<file path="config.mk">
export PLATFORM = sky130hd
export DESIGN_NAME = cache_tile_walker
export DESIGN_NICKNAME = d
export VERILOG_FILES = /design/src/rtl/cache_tile_walk_pkg.sv /design/src/rtl/cache_tile_overlap.sv /design/src/rtl/cache_tile_walker.sv
export SDC_FILE = /design/constraint.sdc
export NUM_CORES = 1
export LEC_CHECK = 0
export BUFFER_PORTS_ARGS = -buffer_cell sky130_fd_sc_hd__buf_2
export CORE_UTILIZATION = 58
export CTS_BUF_LIST = sky130_fd_sc_hd__clkbuf_8 sky130_fd_sc_hd__clkbuf_16
export CTS_CLUSTER_DIAMETER = 150
export DETAILED_ROUTE_END_ITERATION = 7
export PLACE_DENSITY = 0.82
export SYNTH_ARGS = -nofsm -noshare
export SYNTH_HDL_FRONTEND = slang
export SYNTH_SLANG_ARGS = --single-unit
</file>
<file path="constraint.sdc">
create_clock -name clk -period 6.55 [get_ports clk]
set_clock_uncertainty 0.1 [all_clocks]
set_input_delay 1.31 -clock clk [delete_from_list [all_inputs] [get_ports clk]]
set_output_delay 1.31 -clock clk [all_outputs]
set_load 0.005 [all_outputs]
</file>
<file path="src/rtl/cache_tile_walk_pkg.sv">
// Shared types and helpers for the cache tile walker: FSM state, set-address width
// derivation and the raster next-index step used by both tile and plane counters.
package cache_tile_walk_pkg;

  typedef enum logic {
    IDLE   = 1'b0,
    ACTIVE = 1'b1
  } walk_state_e;

  typedef struct packed {
    int x;
    int y;
  } idx_pair_t;

  function automatic int set_width(input int aw, input int lg);
    return aw - lg;
  endfunction

  // Raster step: wrap x to zero and bump y once x reaches its last index.
  function automatic idx_pair_t next_index(input int x, input int y, input int last);
    idx_pair_t nxt;
    if (x == last) begin
      nxt.x = 0;
      nxt.y = y + 1;
    end else begin
      nxt.x = x + 1;
      nxt.y = y;
    end
    return nxt;
  endfunction

endpackage

</file>
<file path="src/rtl/cache_tile_overlap.sv">
// Combinational overlap test between one cache-line tile (in a possibly subsampled
// plane) and that plane's reference block; a zero width or height never hits.
module cache_tile_overlap #(
  parameter int X_AW    = 12,
  parameter int Y_AW    = 12,
  parameter int LW_LOG2 = 3,
  parameter int LH_LOG2 = 2,
  parameter int DIM_W   = 7,
  parameter int SUB_X   = 0,
  parameter int SUB_Y   = 0
) (
  input  logic [X_AW-LW_LOG2-1:0] i_set_x,
  input  logic [Y_AW-LH_LOG2-1:0] i_set_y,
  input  logic [X_AW-1:0]         i_plane_x,
  input  logic [Y_AW-1:0]         i_plane_y,
  input  logic [DIM_W-1:0]        i_plane_w,
  input  logic [DIM_W-1:0]        i_plane_h,
  output logic                    o_hit
);

  localparam int SHX = LW_LOG2 - SUB_X;
  localparam int SHY = LH_LOG2 - SUB_Y;
  localparam int XE  = X_AW + 1;
  localparam int YE  = Y_AW + 1;

  // One extra bit keeps block ends near the top of the address space from wrapping.
  logic [XE-1:0] w_x0, w_x1, w_px0, w_px1;
  logic [YE-1:0] w_y0, w_y1, w_py0, w_py1;
  logic          w_hit_x, w_hit_y;

  assign w_x0  = XE'(i_set_x) << SHX;
  assign w_x1  = w_x0 + XE'((1 << SHX) - 1);
  assign w_px0 = XE'(i_plane_x);
  assign w_px1 = w_px0 + XE'(i_plane_w) - XE'(1);

  assign w_y0  = YE'(i_set_y) << SHY;
  assign w_y1  = w_y0 + YE'((1 << SHY) - 1);
  assign w_py0 = YE'(i_plane_y);
  assign w_py1 = w_py0 + YE'(i_plane_h) - YE'(1);

  assign w_hit_x = (i_plane_w != '0) && (w_x0 <= w_px1) && (w_px0 <= w_x1);
  assign w_hit_y = (i_plane_h != '0) && (w_y0 <= w_py1) && (w_py0 <= w_y1);
  assign o_hit   = w_hit_x & w_hit_y;

endmodule

</file>
<file path="src/rtl/cache_tile_walker.sv">
// Raster walk of a reference-block request over the cache-line tile grid, one tile per
// cycle on a valid/ready link. Optional CACHE_TILE_WALK_STATS_EN adds request/tile counters.
module cache_tile_walker
  import cache_tile_walk_pkg::*;
#(
  parameter int                    X_AW        = 12,
  parameter int                    Y_AW        = 12,
  parameter int                    LW_LOG2     = 3,
  parameter int                    LH_LOG2     = 2,
  parameter int                    DW          = 3,
  parameter int                    NUM_PLANES  = 2,
  parameter int                    DIM_W       = 7,
  parameter logic [NUM_PLANES-1:0] PLANE_SUB_X = 2'b10,
  parameter logic [NUM_PLANES-1:0] PLANE_SUB_Y = 2'b10
) (
  input  logic                          clk,
  input  logic                          reset,
  input  logic                          req_valid,
  output logic                          req_ready,
  input  logic                          req_is_read,
  input  logic [X_AW-1:0]               req_start_x,
  input  logic [Y_AW-1:0]               req_start_y,
  input  logic [DW-1:0]                 req_delta_x,
  input  logic [DW-1:0]                 req_delta_y,
  input  logic [NUM_PLANES*X_AW-1:0]    req_plane_x,
  input  logic [NUM_PLANES*Y_AW-1:0]    req_plane_y,
  input  logic [NUM_PLANES*DIM_W-1:0]   req_plane_w,
  input  logic [NUM_PLANES*DIM_W-1:0]   req_plane_h,
  input  logic [NUM_PLANES*DW-1:0]      req_plane_dx,
  output logic                          out_valid,
  input  logic                          out_ready,
  output logic                          out_is_read,
  output logic [X_AW-LW_LOG2-1:0]       out_set_x,
  output logic [Y_AW-LH_LOG2-1:0]       out_set_y,
  output logic [DW-1:0]                 out_tile_x,
  output logic [DW-1:0]                 out_tile_y,
  output logic                          out_last,
  output logic [NUM_PLANES-1:0]         out_plane_hit,
  output logic [NUM_PLANES*DW-1:0]      out_plane_ix,
  output logic [NUM_PLANES*DW-1:0]      out_plane_iy
`ifdef CACHE_TILE_WALK_STATS_EN
  ,
  output logic [31:0]                   stat_reqs,
  output logic [31:0]                   stat_tiles
`endif
);

  localparam int SXW = set_width(X_AW, LW_LOG2);
  localparam int SYW = set_width(Y_AW, LH_LOG2);

  walk_state_e           r_state, w_state_next;
  logic                  r_is_read;
  logic [SXW-1:0]        r_base_x;
  logic [SYW-1:0]        r_base_y;
  logic [DW-1:0]         r_dx, r_dy, r_tile_x, r_tile_y;
  logic [X_AW-1:0]       r_plane_x  [NUM_PLANES];
  logic [Y_AW-1:0]       r_plane_y  [NUM_PLANES];
  logic [DIM_W-1:0]      r_plane_w  [NUM_PLANES];
  logic [DIM_W-1:0]      r_plane_h  [NUM_PLANES];
  logic [DW-1:0]         r_plane_dx [NUM_PLANES];
  logic [DW-1:0]         r_pix      [NUM_PLANES];
  logic [DW-1:0]         r_piy      [NUM_PLANES];

  logic                  w_fire, w_accept;
  logic [NUM_PLANES-1:0] w_hit;
  idx_pair_t             w_tile_next;
  idx_pair_t             w_plane_next [NUM_PLANES];

  assign out_valid   = (r_state == ACTIVE);
  assign out_is_read = r_is_read;
  assign out_tile_x  = r_tile_x;
  assign out_tile_y  = r_tile_y;
  assign out_set_x   = SXW'(r_tile_x) + r_base_x;
  assign out_set_y   = SYW'(r_tile_y) + r_base_y;
  assign out_last    = out_valid && (r_tile_x == r_dx) && (r_tile_y == r_dy);
  assign out_plane_hit = w_hit;

  assign w_fire      = out_valid & out_ready;
  assign w_accept    = req_valid & req_ready;
  assign w_tile_next = next_index(int'(r_tile_x), int'(r_tile_y), int'(r_dx));

  for (genvar p = 0; p < NUM_PLANES; p++) begin : g_plane
    cache_tile_overlap #(
      .X_AW    (X_AW),
      .Y_AW    (Y_AW),
      .LW_LOG2 (LW_LOG2),
      .LH_LOG2 (LH_LOG2),
      .DIM_W   (DIM_W),
      .SUB_X   (PLANE_SUB_X[p] ? 1 : 0),
      .SUB_Y   (PLANE_SUB_Y[p] ? 1 : 0)
    ) u_overlap (
      .i_set_x   (out_set_x),
      .i_set_y   (out_set_y),
      .i_plane_x (r_plane_x[p]),
      .i_plane_y (r_plane_y[p]),
      .i_plane_w (r_plane_w[p]),
      .i_plane_h (r_plane_h[p]),
      .o_hit     (w_hit[p])
    );

    assign w_plane_next[p] = next_index(int'(r_pix[p]), int'(r_piy[p]), int'(r_plane_dx[p]));
    assign out_plane_ix[p*DW +: DW] = r_pix[p];
    assign out_plane_iy[p*DW +: DW] = r_piy[p];
  end

  always_ff @(posedge clk) begin
    if (reset) r_state <= IDLE;
    else       r_state <= w_state_next;
  end

  // The final handshake reopens the request port so a waiting request starts without a bubble.
  always_comb begin
    w_state_next = r_state;
    req_ready    = 1'b0;
    case (r_state)
      IDLE: begin
        req_ready = 1'b1;
        if (req_valid) w_state_next = ACTIVE;
      end
      ACTIVE: begin
        if (w_fire && out_last) begin
          req_ready = 1'b1;
          if (!req_valid) w_state_next = IDLE;
        end
      end
      default: w_state_next = IDLE;
    endcase
  end

  always_ff @(posedge clk) begin
    if (reset) begin
      r_is_read <= 1'b0;
      r_base_x  <= '0;
      r_base_y  <= '0;
      r_dx      <= '0;
      r_dy      <= '0;
      r_tile_x  <= '0;
      r_tile_y  <= '0;
      for (int p = 0; p < NUM_PLANES; p++) begin
        r_plane_x[p]  <= '0;
        r_plane_y[p]  <= '0;
        r_plane_w[p]  <= '0;
        r_plane_h[p]  <= '0;
        r_plane_dx[p] <= '0;
        r_pix[p]      <= '0;
        r_piy[p]      <= '0;
      end
    end else if (w_accept) begin
      r_is_read <= req_is_read;
      r_base_x  <= SXW'(req_start_x >> LW_LOG2);
      r_base_y  <= SYW'(req_start_y >> LH_LOG2);
      r_dx      <= req_delta_x;
      r_dy      <= req_delta_y;
      r_tile_x  <= '0;
      r_tile_y  <= '0;
      for (int p = 0; p < NUM_PLANES; p++) begin
        r_plane_x[p]  <= req_plane_x[p*X_AW +: X_AW];
        r_plane_y[p]  <= req_plane_y[p*Y_AW +: Y_AW];
        r_plane_w[p]  <= req_plane_w[p*DIM_W +: DIM_W];
        r_plane_h[p]  <= req_plane_h[p*DIM_W +: DIM_W];
        r_plane_dx[p] <= req_plane_dx[p*DW +: DW];
        r_pix[p]      <= '0;
        r_piy[p]      <= '0;
      end
    end else if (w_fire) begin
      r_tile_x <= DW'(w_tile_next.x);
      r_tile_y <= DW'(w_tile_next.y);
      for (int p = 0; p < NUM_PLANES; p++) begin
        if (w_hit[p]) begin
          r_pix[p] <= DW'(w_plane_next[p].x);
          r_piy[p] <= DW'(w_plane_next[p].y);
        end
      end
    end
  end

`ifdef CACHE_TILE_WALK_STATS_EN
  logic [31:0] r_stat_reqs, r_stat_tiles;

  always_ff @(posedge clk) begin
    if (reset) begin
      r_stat_reqs  <= '0;
      r_stat_tiles <= '0;
    end else begin
      if (w_accept && (r_stat_reqs != '1))  r_stat_reqs  <= r_stat_reqs + 32'd1;
      if (w_fire && (r_stat_tiles != '1))   r_stat_tiles <= r_stat_tiles + 32'd1;
    end
  end

  assign stat_reqs  = r_stat_reqs;
  assign stat_tiles = r_stat_tiles;
`endif

endmodule

</file>
; ---- Word-level counts from Yosys, hierarchy flattened
; Memories as Yosys holds them, arrays and structs flattened.
; Cells that the tools add are included.
; Widths: inputs -> output; s select.
[totals]
regBits = 33
latch_bits = 0
ram_bits = 94
romBits = 0
input_bits = 117
n_memories = 7
[memory_table]
columns = memory, words, word_bits, rd, rd_clocked_by_memory_dff, write_ports, line_no
row1 = r_plane_x, 2, 12, 2, 0, 2, cache_tile_walker.sv:56  ; logic [X_AW-1:0] r_plane_x [NUM_PLANES];
row2 = r_plane_y, 2, 12, 2, 0, 2, cache_tile_walker.sv:57  ; logic [Y_AW-1:0] r_plane_y [NUM_PLANES];
row3 = r_plane_h, 2, 7, 2, 0, 2, cache_tile_walker.sv:59  ; logic [DIM_W-1:0] r_plane_h [NUM_PLANES];
row4 = r_plane_w, 2, 7, 2, 0, 2, cache_tile_walker.sv:58  ; logic [DIM_W-1:0] r_plane_w [NUM_PLANES];
row5 = r_pix, 2, 3, 2, 0, 2, cache_tile_walker.sv:61  ; logic [DW-1:0] r_pix [NUM_PLANES];
row6 = r_piy, 2, 3, 2, 0, 2, cache_tile_walker.sv:62  ; logic [DW-1:0] r_piy [NUM_PLANES];
row7 = +1 memories, n/a, n/a, n/a, n/a, n/a, n/a
[classes]
add_sub_neg = 20
multipliers = 0
div = 0
n_lt_le_gt_ge = 8
n_eq_ne = 5
shift = 0
n_mux = 41
bitwise = 23
reduce_logical = 17
[ops]
columns = op, count
row1 = $mux 35, 3
row2 = $le 12x13->1, 6
row3 = $add 12x7->13, 4
row4 = $sub 13x1->13 const B, 4
row5 = $mux 12, 4
row6 = $mux 3, 10
row7 = $mux 7, 4
row8 = $reduce_bool 7->1, 4
row9 = $le 11x13->1, 2
row10 = $mux 1, 18
row11 = $or 1x1->1, 18
row12 = $eq 3x3->1, 5
row13 = $add 12x2->13 const B, 1
row14 = $add 12x3->13 const B, 1
row15 = $add 11x1->12 const B, 1
row16 = $add 11x2->12 const B, 1
row17 = $add 3x1->4 const B, 3
row18 = $logic_and 1x1->1, 11
row19 = $add 3x10->10, 1
row20 = $add 3x1->3 const B, 3
row21 = $add 3x9->9, 1
row22 = $and 1x1->1, 4
row23 = $pmux 1 s2, 2
row24 = $reduce_and 2->1, 1
row25 = 2 further kinds, 2

; ---- Depth between registers and ports, before layout
; Gate-level depths: netlist (run 1).
; An unclocked memory read counts as a cell.
[logic_depth]
word_depth = 13
ltp_mapped = 23
depth_no_buf = 22

; ---- Hierarchy
; From an unflattened synthesis (run 1), not the netlist that was laid out.
[unflattened]
cells_unflattened = 1095
area_unflattened_um2 = 10403.7
[modules_own_cells]
columns = mod, instances, cells_each, area_per_inst_um2
row1 = cache_tile_walker, 1, 456, 5835.6
row2 = cache_tile_overlap (g_plane[1].u_overlap), 1, 316, 2285.9
row3 = cache_tile_overlap (g_plane[0].u_overlap), 1, 323, 2282.2

; ---- Least setup slack after synthesis (run 1)
; Ideal clock, no wire load.
[synth_path]
path_kind = flip-flop to output port
startpoint = memory r_plane_x[0][1]
endpoint = output port out_plane_hit[0]
arrival_time_ns = 3.720
path_slack_ns = 1.420
path_stages_with_launch = 21
path_buffers = 1
path_cell_list = edfxtp_1 inv_1 ha_1 inv_1 ha_1 fa_1 a21o_1 a21oi_1 o21bai_1 a21oi_1 o21ai_0 a21o_1 a21oi_1 xor2_1 ha_1 a2111oi_0 nand2_1 o211ai_1 mux2_2 o311a_1 buf_4
[synth_lines]
columns = item, line_no
row1 = from (decl), cache_tile_walker.sv:56
row2 = to (decl), cache_tile_walker.sv:38  ; output logic [NUM_PLANES-1:0] out_plane_hit,

==> results of run 1 <==
## kinds of logic (layout without fill, tap and decap cells)
group                    after synthesis  count (layout)  share of synthesized area
flip-flops                           127             127                     0.3534
adder cells (fa/ha/maj)              166             166                     0.2153
other                                  0               1                          0
multiplexers                           2               2                   0.002158
AND/OR/NAND/NOR                      249             249                     0.1433
XOR/XNOR                              68              68                    0.06043
AO/OA/AOI/OAI                        209             209                     0.1480
buffers and inverters                193             371                    0.07731
## worst max path at each step
stage | endpoint | slack [ns] | start | cells past startpoint
2_1_floorplan | out_plane_hit[0] | 1.42 | r_plane_x[0][1] | 20
5_1_grt | out_plane_hit[0] | 0.14 | r_plane_x[0][1] | 20
3_5_place_dp | out_plane_hit[0] | 0.89 | r_plane_x[0][1] | 20
4_1_cts | out_plane_hit[0] | 0.42 | r_plane_x[0][1] | 20
6_report | out_plane_hit[0] | 0.44 | r_plane_x[0][1] | 20
3_3_place_gp | out_plane_hit[0] | 0.99 | r_plane_x[0][1] | 20
## cell type report
class / count / area (sq um) / area share
clock inverter: 15 / 130.1 / 0.01138
timing repair buffer: 164 / 845.8 / 0.07399
antenna: 1 / 2.502 / 0.0002189
sequential: 127 / 3483 / 0.3047
tap: 220 / 275.3 / 0.02408
clock buffer: 17 / 425.4 / 0.03722
inverter: 175 / 658.1 / 0.05757
multi-input combinational: 694 / 5610 / 0.4908
## layer usage
metal / share of wire / wire length, um / track usage / up-vias
li1: - / - / - / 3918
met1: 0.46 / 10190 / 0.3530 / 3647
met2: 0.46 / 10160 / 0.4202 / 254
met3: 0.059 / 1299 / 0.05113 / 34
met4: 0.022 / 498 / 0.1015 / 0
met5: 0 / 0 / 0 / -
## critical path, stage by stage (launching register included)
cell and delay [ns]:
edfxtp_1 0.38, inv_1 0.06, ha_1 0.27, inv_1 0.04, ha_1 0.21, fa_1 0.42, a21o_1 0.19, a21oi_1 0.21
o21bai_1 0.08, a21oi_1 0.22, o21ai_0 0.19, a21o_1 0.21, a21oi_1 0.17, xor2_1 0.09, ha_1 0.20, a2111oi_0 0.36
nand2_1 0.12, o211ai_1 0.17, mux2_2 0.17, o311a_1 0.31, buf_2 0.17
## per-stage QoR
step	instances	total power, mW
after floorplan	1014	1.758
after global placement	1380	1.973
after global routing	1412	3.090
after detailed placement	1380	2.003
final	1413	2.896
after CTS	1412	2.902
## cell usage after synthesis, types with 2 or more instances
master / number
inv_1: 174
ha_1: 160
edfxtp_1: 94
and2_1: 84
a21oi_1: 50
xnor2_1: 37
o21ai_0: 34
a21o_1: 33
dfxtp_1: 33
nor2_1: 33
nand2_1: 31
xor2_1: 31
a22o_1: 27
nand4_1: 27
nand3_1: 18
nor3_1: 15
clkbuf_1: 12
nor4_1: 9
o211ai_1: 8
nand2b_1: 7
o21a_1: 7
o21bai_1: 7
fa_1: 6
nor2b_1: 5
a211oi_1: 4
a41oi_1: 4
and3_1: 4
buf_6: 4
a31oi_1: 3
nor4_2: 3
o31a_1: 3
a2111oi_0: 2
a211o_1: 2
a21oi_2: 2
and4_1: 2
buf_4: 2
nand4b_1: 2
nor4b_1: 2
o21ai_1: 2
o22ai_1: 2
o32a_1: 2
## registers in the layout, summed over array words and instances, names as in the netlist, 3 cells and up
signal	count
out_tile_x	3
out_tile_y	3
r_base_x	9
r_base_y	10
r_dx	3
r_dy	3
r_pix	6
r_piy	6
r_plane_dx	6
r_plane_h	14
r_plane_w	14
r_plane_x	24
r_plane_y	24
## power groups by stage
| stage | Combinational (mW) | Clock [mW] | Sequential (mW) |
|---|---|---|---|
| 2_1_floorplan | 0.772 | 0 | 0.987 |
| 3_3_place_gp | 0.972 | 0 | 1.00 |
| 3_5_place_dp | 0.999 | 0 | 1.00 |
| 4_1_cts | 1.01 | 0.902 | 0.988 |
| 5_1_grt | 1.16 | 0.936 | 0.997 |
| 6_report | 1.01 | 0.893 | 0.989 |
==> summary.txt, run 1 <==
Fin Setup TNS: 0 ns
CP endpoint kind: primary output
critical-path maximum fanout: 3
top cell type's share of synthesized area: 0.2864
Final Setup Violations: 0
YS warnings: 0
Distinct cells, synth: 68
first-pass GRT wire length: 35.85 mm
die area: 17520 sq um
initial antenna violation count: 0
fmax: 163.5 MHz
CTS H-tree lvls: 4
Ports: 160
routed length per instance: 15.67 um
Int Pwr: 1.936 mW
mapped cell area: 9856 sq um
post-synthesis sequential area ratio: 0.3534
post-CTS sizing: 0
Switch Pwr: 959.7 uW
unrepaired setup endpoints after global routing: no
PwrDens: 253.4 nW/um^2
cts bufs inserted: 17
TritonCTS clock tree: built
Post-DP Area: 10870 sq um
Worst R2R End: r_piy[0][2]
highest-count cells in the layout ignoring fill and taps: 175 x inv_1, 160 x ha_1, 154 x buf_2, 94 x edfxtp_1, 84 x and2_1
Worst Hold Depth: 1
DP Wirelength: 17.30 mm
Port-buffer cells: 154
utilization after layout: 0.6893
Clock Tree Buf Depth: 2
Hold Path End: out_is_read
vias post-DR: 7853
predominant post-synthesis flop cell: edfxtp_1
Clk pwr share: 0.308
post-CTS setup buffers: 0
Seq cells post-synth: 127
Startpoint Class: flop
Hold Crit Start: out_is_read
EDFF count, synth: 94
antenna-violating nets left: 0
R2R Setup Slk: 1.42 ns
Initial Util: 0.5943
final WL: 22.15 mm
Mean Syn Cell Area: 9.720 sq um
dominant cells by area after synthesis: edfxtp_1 29%, ha_1 20%, dfxtp_1 6.7%
fin crit period: 6.115 ns
power share of the combinational group: 0.350
Fillers: 1278
max-slew violations: 0
pre-CTS WS: 0.8939 ns
Final #Nets: 1462
die height: 132.4 um
clk sinks: 127
Required @ worst endpoint: 5.14 ns
outcome: finished clean
layout cells sized above 1: 0.1720
largest area contributor in the netlist: edfxtp_1
Synth Net Count: 1297
gate count of the mapped netlist: 1014
Setup Crit Path Kind: flop to primary output
hold_buf cts: 0
GRT Residual Overflow: 0
pin count of the biggest net entering global routing: 109
Final Instance Area: 11430 sq um
number of placement rows: 47
hold slack: 0.3790 ns
Slew HR: 0.4147
die width: 132.4 um
Root Buffer Master: clkbuf_16
leakage: 5.579 nW
clock latency on the worst-skew pair: 0.42 ns
Peak supply drop: 0.0002467 V
GP Congestion: 0.9243
worst slew pin tran: 0.8779 ns
fin crit share: 0.9336
drt drc: 0
async set-reset flop share out of synthesis: 0
most common cell after layout, fill and taps aside: inv_1
synthesis-to-layout area growth: 15.98%
Hold Fails Final Rpt: 0
vias per std cell: 5.558
switching share of power: 0.3314
FF-to-FF Start: r_plane_x[0][1]
crit path DAT: 4.70 ns
setup ws final: 0.4351 ns
Pre-antenna DRT Iters: 5
number of global-route vias before repair: 7310
max cap viols: 0
Reg clk slew, reported paths: 0.05 ns
Core Area: 16580 sq um
Reg power frac: 0.342
worst hold path type: flop to flop
r2r worst-path depth: 21
Detailed Route Iter0 Violations: 433
Total GRT Usage: 0.2632
(Power assumes the default switching activity.)
==> run 2, diff against run 1 <==
--- a/config.mk
+++ b/config.mk
@@ -10,7 +10,9 @@
 export CTS_BUF_LIST = sky130_fd_sc_hd__clkbuf_8 sky130_fd_sc_hd__clkbuf_16
 export CTS_CLUSTER_DIAMETER = 150
 export DETAILED_ROUTE_END_ITERATION = 7
+export GPL_TIMING_DRIVEN = 0
 export PLACE_DENSITY = 0.82
+export REMOVE_ABC_BUFFERS = 1
 export SYNTH_ARGS = -nofsm -noshare
 export SYNTH_HDL_FRONTEND = slang
 export SYNTH_SLANG_ARGS = --single-unit
==> run 2 against run 1 <==
Worst setup slack worse by 0.046 ns. Clock-buffer cell count is the same. Die area is the same.
==> summary.txt, run 2 (same netlist as run 1, synthesis figures left out) <==
post-CTS sizing: 0 (unchanged)
worst hold path type: flop to flop
pin count of the biggest net entering global routing: 71 (-35%)
routed wl met2: 9.971 mm (-1.9%)
TritonCTS clock tree: built
CP max-delay cell: fa_1
unrepaired setup endpoints after global routing: no
Setup Crit Path Kind: flop to primary output
top sig layer: met4
WP buf/inv: 3 (unchanged)
CP max stage delay: 0.41 ns (about the same)
layout cells sized above 1: 0.1686 (-0.003346)
drt drc: 0 (unchanged)
largest registers: r_plane_x: 24 flops, r_plane_y: 24 flops
routed length per instance: 15.90 um (+1.5%)
Final #Nets: 1456 (-0.41%)
Clock Tree Buf Depth: 2 (unchanged)
antenna cell count: 0 (-1)
vias per std cell: 5.576 (+0.33%)
max cap viols: 0 (unchanged)
synthesis-to-layout area growth: 16.72%
number of placement rows: 47 (unchanged)
CTS H-tree lvls: 4 (unchanged)
CP cell instances: inv_1, ha_1, inv_1, ha_1, fa_1, a21o_1, a21oi_1, o21bai_1, a21oi_1, o21ai_0, a21o_1, a21oi_1, xor2_1, ha_1, a2111oi_0, nand2_1, o211ai_1, mux2_2, o311a_1, buf_2
GP Congestion: 0.8521 (-7.8%)
number of global-route vias before repair: 7669 (+4.9%)
Ports: 160 (unchanged)
outcome: finished clean
max-slew violations: 0 (unchanged)
crit path DAT: 4.75 ns (+0.05 ns)
highest-count cells in the layout ignoring fill and taps: 174 x inv_1, 160 x ha_1, 154 x buf_2, 94 x edfxtp_1, 84 x and2_1
Root Buffer Master: clkbuf_16
leakage: 5.587 nW (+0.14%)
PwrDens: 261.7 nW/um^2 (+3.3%)
fmax: 162.3 MHz (-0.75%)
CP endpoint kind: primary output
vias post-DR: 7840 (-0.17%)
total power: 3.010 mW (+3.9%)
Slew HR: 0.4295 (+0.01481)
die width: 132.4 um (unchanged)
Final Setup Violations: 0 (unchanged)
critical-path maximum fanout: 3 (unchanged)
Port-buffer cells: 154 (unchanged)
worst slew pin tran: 0.8492 ns (-0.02875 ns)
fin crit share: 0.9406 (+0.007025)
Startpoint Class: flop
Fin Setup TNS: 0 ns (unchanged)
CP top delay family: compound AO/OA/AOI/OAI gates
Total GRT Usage: 0.2639 (+0.0007464)
clk sinks: 127 (unchanged)
hold_buf cts: 0 (unchanged)
fin cells: 1406 (-0.50%)
Peak supply drop: 0.0002053 V (-17%)
Required @ worst endpoint: 5.14 ns (about the same)
cts bufs inserted: 17 (unchanged)
Initial Util: 0.5943 (unchanged)
Pre-antenna DRT Iters: 5 (unchanged)
pre-CTS WS: 0.8817 ns (-0.01227 ns)
Hold Fails Final Rpt: 0 (unchanged)
Core Area: 16580 sq um (unchanged)
die height: 132.4 um (unchanged)
WL met1: 10.17 mm (-0.18%)
setup ws final: 0.3891 ns (-0.04601 ns)
GRT Residual Overflow: 0 (unchanged)
Reg clk slew, reported paths: 0.05 ns (about the same)
antenna-violating nets left: 0 (unchanged)
fin crit period: 6.161 ns (+0.04601 ns)
dpl cells: 1374 (-0.43%)
post-CTS setup buffers: 0 (unchanged)
DP Wirelength: 17.01 mm (-1.7%)
most common cell after layout, fill and taps aside: inv_1
met3 wire length: 1.434 mm (+10%)
final WL: 22.36 mm (+0.95%)
first-pass GRT wire length: 36.62 mm (+2.2%)
initial antenna violation count: 1 (+1)
die area: 17520 sq um (unchanged)
clock latency on the worst-skew pair: 0.42 ns (about the same)
Detailed Route Iter0 Violations: 431 (-0.46%)
==> run 2: power by group <==
| group | internal (mW) | switching, mW |
|---|---|---|
| Sequential | 0.936 | 0.0489 |
| Clock | 0.627 | 0.354 |
| Combinational | 0.460 | 0.585 |
==> run 2: metrics by stage <==
stage	area [sq um]	hold slack, ns	utilization
4_1_cts	11500	0.3884	0.6937
6_report	11500	0.3840	0.6937
3_5_place_dp	10900	0.3716	0.6574
3_3_place_gp	10800	0.3599	0.6510
2_1_floorplan	9751	0.3536	-
5_1_grt	11500	0.4047	0.6937
==> run 2: area by class of cell <==
class / instances / area (sq um)
inverter: 175 / 659.4
sequential: 127 / 3483
clock inverter: 15 / 176.4
fill: 1277 / 5080
clock buffer: 17 / 425.4
timing repair buffer: 158 / 865.8
tap: 220 / 275.3
multi-input combinational: 694 / 5618
==> run 2: path summary, 6_finish.rpt <==
check	startpoint	to	slack, ns	cells past startpoint
hold reg to reg	out_is_read	out_is_read	0.38	1
setup / recovery	r_plane_x[0][1]	out_plane_hit[0]	0.39	20
hold / removal	out_is_read	out_is_read	0.38	1
setup reg to reg	r_plane_x[0][1]	r_piy[0][2]	1.40	21
==> run 2: routing by layer <==
metal,vias up,global-route usage
li1,3906,-
met1,3607,0.3413
met2,268,0.4213
met3,59,0.05383
met4,0,0.1303
met5,-,0
==> run 3, diff against run 2 <==
--- a/config.mk
+++ b/config.mk
@@ -5,14 +5,16 @@
 export SDC_FILE = /design/constraint.sdc
 export NUM_CORES = 1
 export LEC_CHECK = 0
+export ABC_AREA = 1
 export BUFFER_PORTS_ARGS = -buffer_cell sky130_fd_sc_hd__buf_2
-export CORE_UTILIZATION = 58
+export CORE_UTILIZATION = 59
 export CTS_BUF_LIST = sky130_fd_sc_hd__clkbuf_8 sky130_fd_sc_hd__clkbuf_16
 export CTS_CLUSTER_DIAMETER = 150
 export DETAILED_ROUTE_END_ITERATION = 7
 export GPL_TIMING_DRIVEN = 0
-export PLACE_DENSITY = 0.82
+export PLACE_DENSITY = 0.83
 export REMOVE_ABC_BUFFERS = 1
+export SKIP_LAST_GASP = 1
 export SYNTH_ARGS = -nofsm -noshare
 export SYNTH_HDL_FRONTEND = slang
 export SYNTH_SLANG_ARGS = --single-unit
==> run 3 against run 2 <==
Non-clock buffer count fell by 3. Die area increased by 2.3%. Wire length rose by 0.98%. Area after synthesis rose by 4.1%. Register-to-register slack improved by 0.64 ns. Core utilization increased by 1.3 points. Synthesized cell count is 28% higher. Global-route usage is 0.11 points higher.
==> summary.txt, run 3 <==
Final #Nets: 1739 (+19%)
Initial Util: 0.6119 (+0.01763)
register area: 3483 sq um (unchanged)
antenna-violating nets left: 0 (unchanged)
top cell type's share of synthesized area: 0.2752 (-0.01118)
Setup Crit Path Kind: flop to primary output
top-count cell post-synth: inv_1
outcome: finished clean
TritonCTS clock tree: built
EDFF count, synth: 94 (unchanged)
Port-buffer cells: 154 (unchanged)
most common cell after layout, fill and taps aside: inv_1
max-slew violations: 0 (unchanged)
die width: 133.8 um (+1.1%)
utilization after layout: 0.7068 (+0.01315)
antenna cell count: 0 (unchanged)
fmax: 173.9 MHz (+7.2%)
CTS H-tree lvls: 4 (unchanged)
GRT met3 Usage: 0.03968 (-0.01414)
Core Area: 16760 sq um (+1.1%)
number of placement rows: 47 (unchanged)
Clock Tree Buf Depth: 2 (unchanged)
clk sinks: 127 (unchanged)
drt drc: 0 (unchanged)
largest registers: r_plane_x: 24 flops, r_plane_y: 24 flops
gate count of the mapped netlist: 1298 (+28%)
vias post-DR: 8552 (+9.1%)
initial antenna violation count: 0 (-1)
Hold Fails Final Rpt: 0 (unchanged)
pin count of the biggest net entering global routing: 109 (+54%)
Reg clk slew, reported paths: 0.06 ns (about the same)
post-CTS sizing: 0 (unchanged)
hold_buf cts: 0 (unchanged)
number of global-route vias before repair: 8187 (+6.8%)
leakage: 6.511 nW (+17%)
Detailed Route Iter0 Violations: 434 (+0.70%)
critical-path maximum fanout: 6 (+3)
die height: 133.8 um (+1.1%)
Distinct cells, synth: 44 (-35%)
Pre-antenna DRT Iters: 5 (unchanged)
mapped cell area: 10260 sq um (+4.1%)
async set-reset flop share out of synthesis: 0 (unchanged)
dpl cells: 1656 (+21%)
synthesis-to-layout area growth: 15.51%
predominant post-synthesis flop cell: edfxtp_1
routed length per instance: 13.37 um (-16%)
post-synthesis sequential area ratio: 0.3396 (-0.01380)
Top Usage Layer GRT: met2
largest area contributor in the netlist: edfxtp_1
first-pass GRT wire length: 37.29 mm (+1.8%)
GRT Residual Overflow: 0 (unchanged)
Post-synth top cells: 346 x inv_1, 201 x nand2_1, 160 x ha_1
highest-count cells in the layout ignoring fill and taps: 346 x inv_1, 201 x nand2_1, 160 x ha_1, 154 x buf_2, 129 x nor2_1
worst slew pin tran: 0.7962 ns (-0.05298 ns)
fin cells: 1689 (+20%)
Required @ worst endpoint: 5.14 ns (about the same)
multi-input logic area: 5388 sq um (-4.1%)
post-CTS setup buffers: 0 (unchanged)
die area: 17910 sq um (+2.3%)
YS warnings: 0 (unchanged)
clock latency on the worst-skew pair: 0.43 ns (about the same)
Fin Setup TNS: 0 ns (unchanged)
Ports: 160 (unchanged)
max cap viols: 0 (unchanged)
worst hold path type: flop to flop
Mean Syn Cell Area: 7.901 sq um (-19%)
vias per std cell: 5.063 (-9.2%)
GR Util met1: 0.3297 (-0.01159)
met2 Resource Use GR: 0.4565 (+0.03519)
Root Buffer Master: clkbuf_16
Fillers: 1308 (+2.4%)
final WL: 22.58 mm (+0.98%)
Total GRT Usage: 0.2650 (+0.001107)
GP Congestion: 0.9028 (+6.0%)
PwrDens: 239.6 nW/um^2 (-8.4%)
Peak supply drop: 0.0002123 V (+3.4%)
cts bufs inserted: 17 (unchanged)
Startpoint Class: flop
CP endpoint kind: primary output
hold slack: 0.3633 ns (-0.02077 ns)
DP Wirelength: 17.54 mm (+3.1%)
Seq cells post-synth: 127 (unchanged)
crit path DAT: 4.34 ns (-0.41 ns)
unrepaired setup endpoints after global routing: no
dominant cells by area after synthesis: edfxtp_1 28%, ha_1 20%, inv_1 13%
fin crit period: 5.750 ns (-0.4113 ns)
fin crit share: 0.8778 (-0.06280)
Slew HR: 0.4692 (+0.03968)
Final Setup Violations: 0 (unchanged)
layout cells sized above 1: 0.1511 (-0.01751)
==> run 3: cell count changes in the layout (fill, tap and decap cells not counted), moves of 9 or more <==
cell | previous run | this run
a21oi_1 | 50 | 61
a22o_1 | 27 | 0
and2_1 | 84 | 1
nand3_1 | 18 | 53
nor2_2 | 0 | 14
nand2_1 | 31 | 201
o22ai_1 | 2 | 15
o21ai_0 | 34 | 15
nor2_1 | 33 | 129
nor3_1 | 15 | 6
inv_1 | 174 | 346
nand4_1 | 27 | 16
a21o_1 | 33 | 8
==> run 3: per-stage QoR <==
stage          power, mW  area, sq um  setup WS, ns
2_1_floorplan      1.650        10170         2.049
3_3_place_gp       1.845        11210         1.348
3_5_place_dp       1.885        11210         1.275
4_1_cts            2.846        11810        0.7909
5_1_grt            3.028        11850        0.4435
6_report           2.839        11850        0.8004
==> run 3: final timing paths <==
check,start,endpoint,slack [ns],cells after the start
hold / removal,out_is_read,out_is_read,0.36,2
hold reg to reg,out_is_read,out_is_read,0.36,2
setup / recovery,out_tile_x[0],out_plane_hit[1],0.80,17
setup reg to reg,out_tile_x[0],r_piy[0][3],2.04,18
==> run 3: kinds of logic (layout without fill, tap and decap cells) <==
logic type / after synthesis / count (layout) / synth area share
compound gates: 129 / 129 / 0.07125
fa+ha+maj: 166 / 166 / 0.2069
flops: 127 / 127 / 0.3396
simple gates: 449 / 449 / 0.1925
buf+inv: 364 / 535 / 0.1359
xor+xnor: 63 / 63 / 0.05380
==> run 3: final cells by class <==
class                   count  area share
clock buffers              17     0.03591
clock inverters            15     0.01436
inverters                 348      0.1103
multi-input cells         807      0.4548
flip-flops and latches    127      0.2940
well taps                 220     0.02324
repair buffers            155     0.06738
==> run 3: per-layer routing <==
| layer | share of wire | vias up |
|---|---|---|
| li1 | - | 4420 |
| met2 | 0.48 | 240 |
| met3 | 0.051 | 44 |
| met1 | 0.44 | 3848 |
| met4 | 0.030 | 0 |
| met5 | 0 | - |
==> run 3: report_power, final <==
group	internal, mW	total [mW]	leakage (nW)	switching, mW
logic	0.370	0.920	4.95	0.550
registers	0.926	0.964	1.29	0.0382
clock network	0.541	0.955	0.279	0.414
total	1.84	2.84	6.51	1.00
==> run 3: worst max-delay path: stages (launching register included) <==
cell	delay [ns]
dfxtp_1	0.47
ha_1	0.21
inv_1	0.06
fa_1	0.40
o21ai_0	0.43
nand2_1	0.09
nor2_1	0.16
nand3_1	0.12
xor2_1	0.32
inv_1	0.19
ha_1	0.34
nand2_1	0.08
nor4_1	0.30
nand4_1	0.18
nand3_1	0.13
nor2_1	0.07
nor2_4	0.20
buf_2	0.15
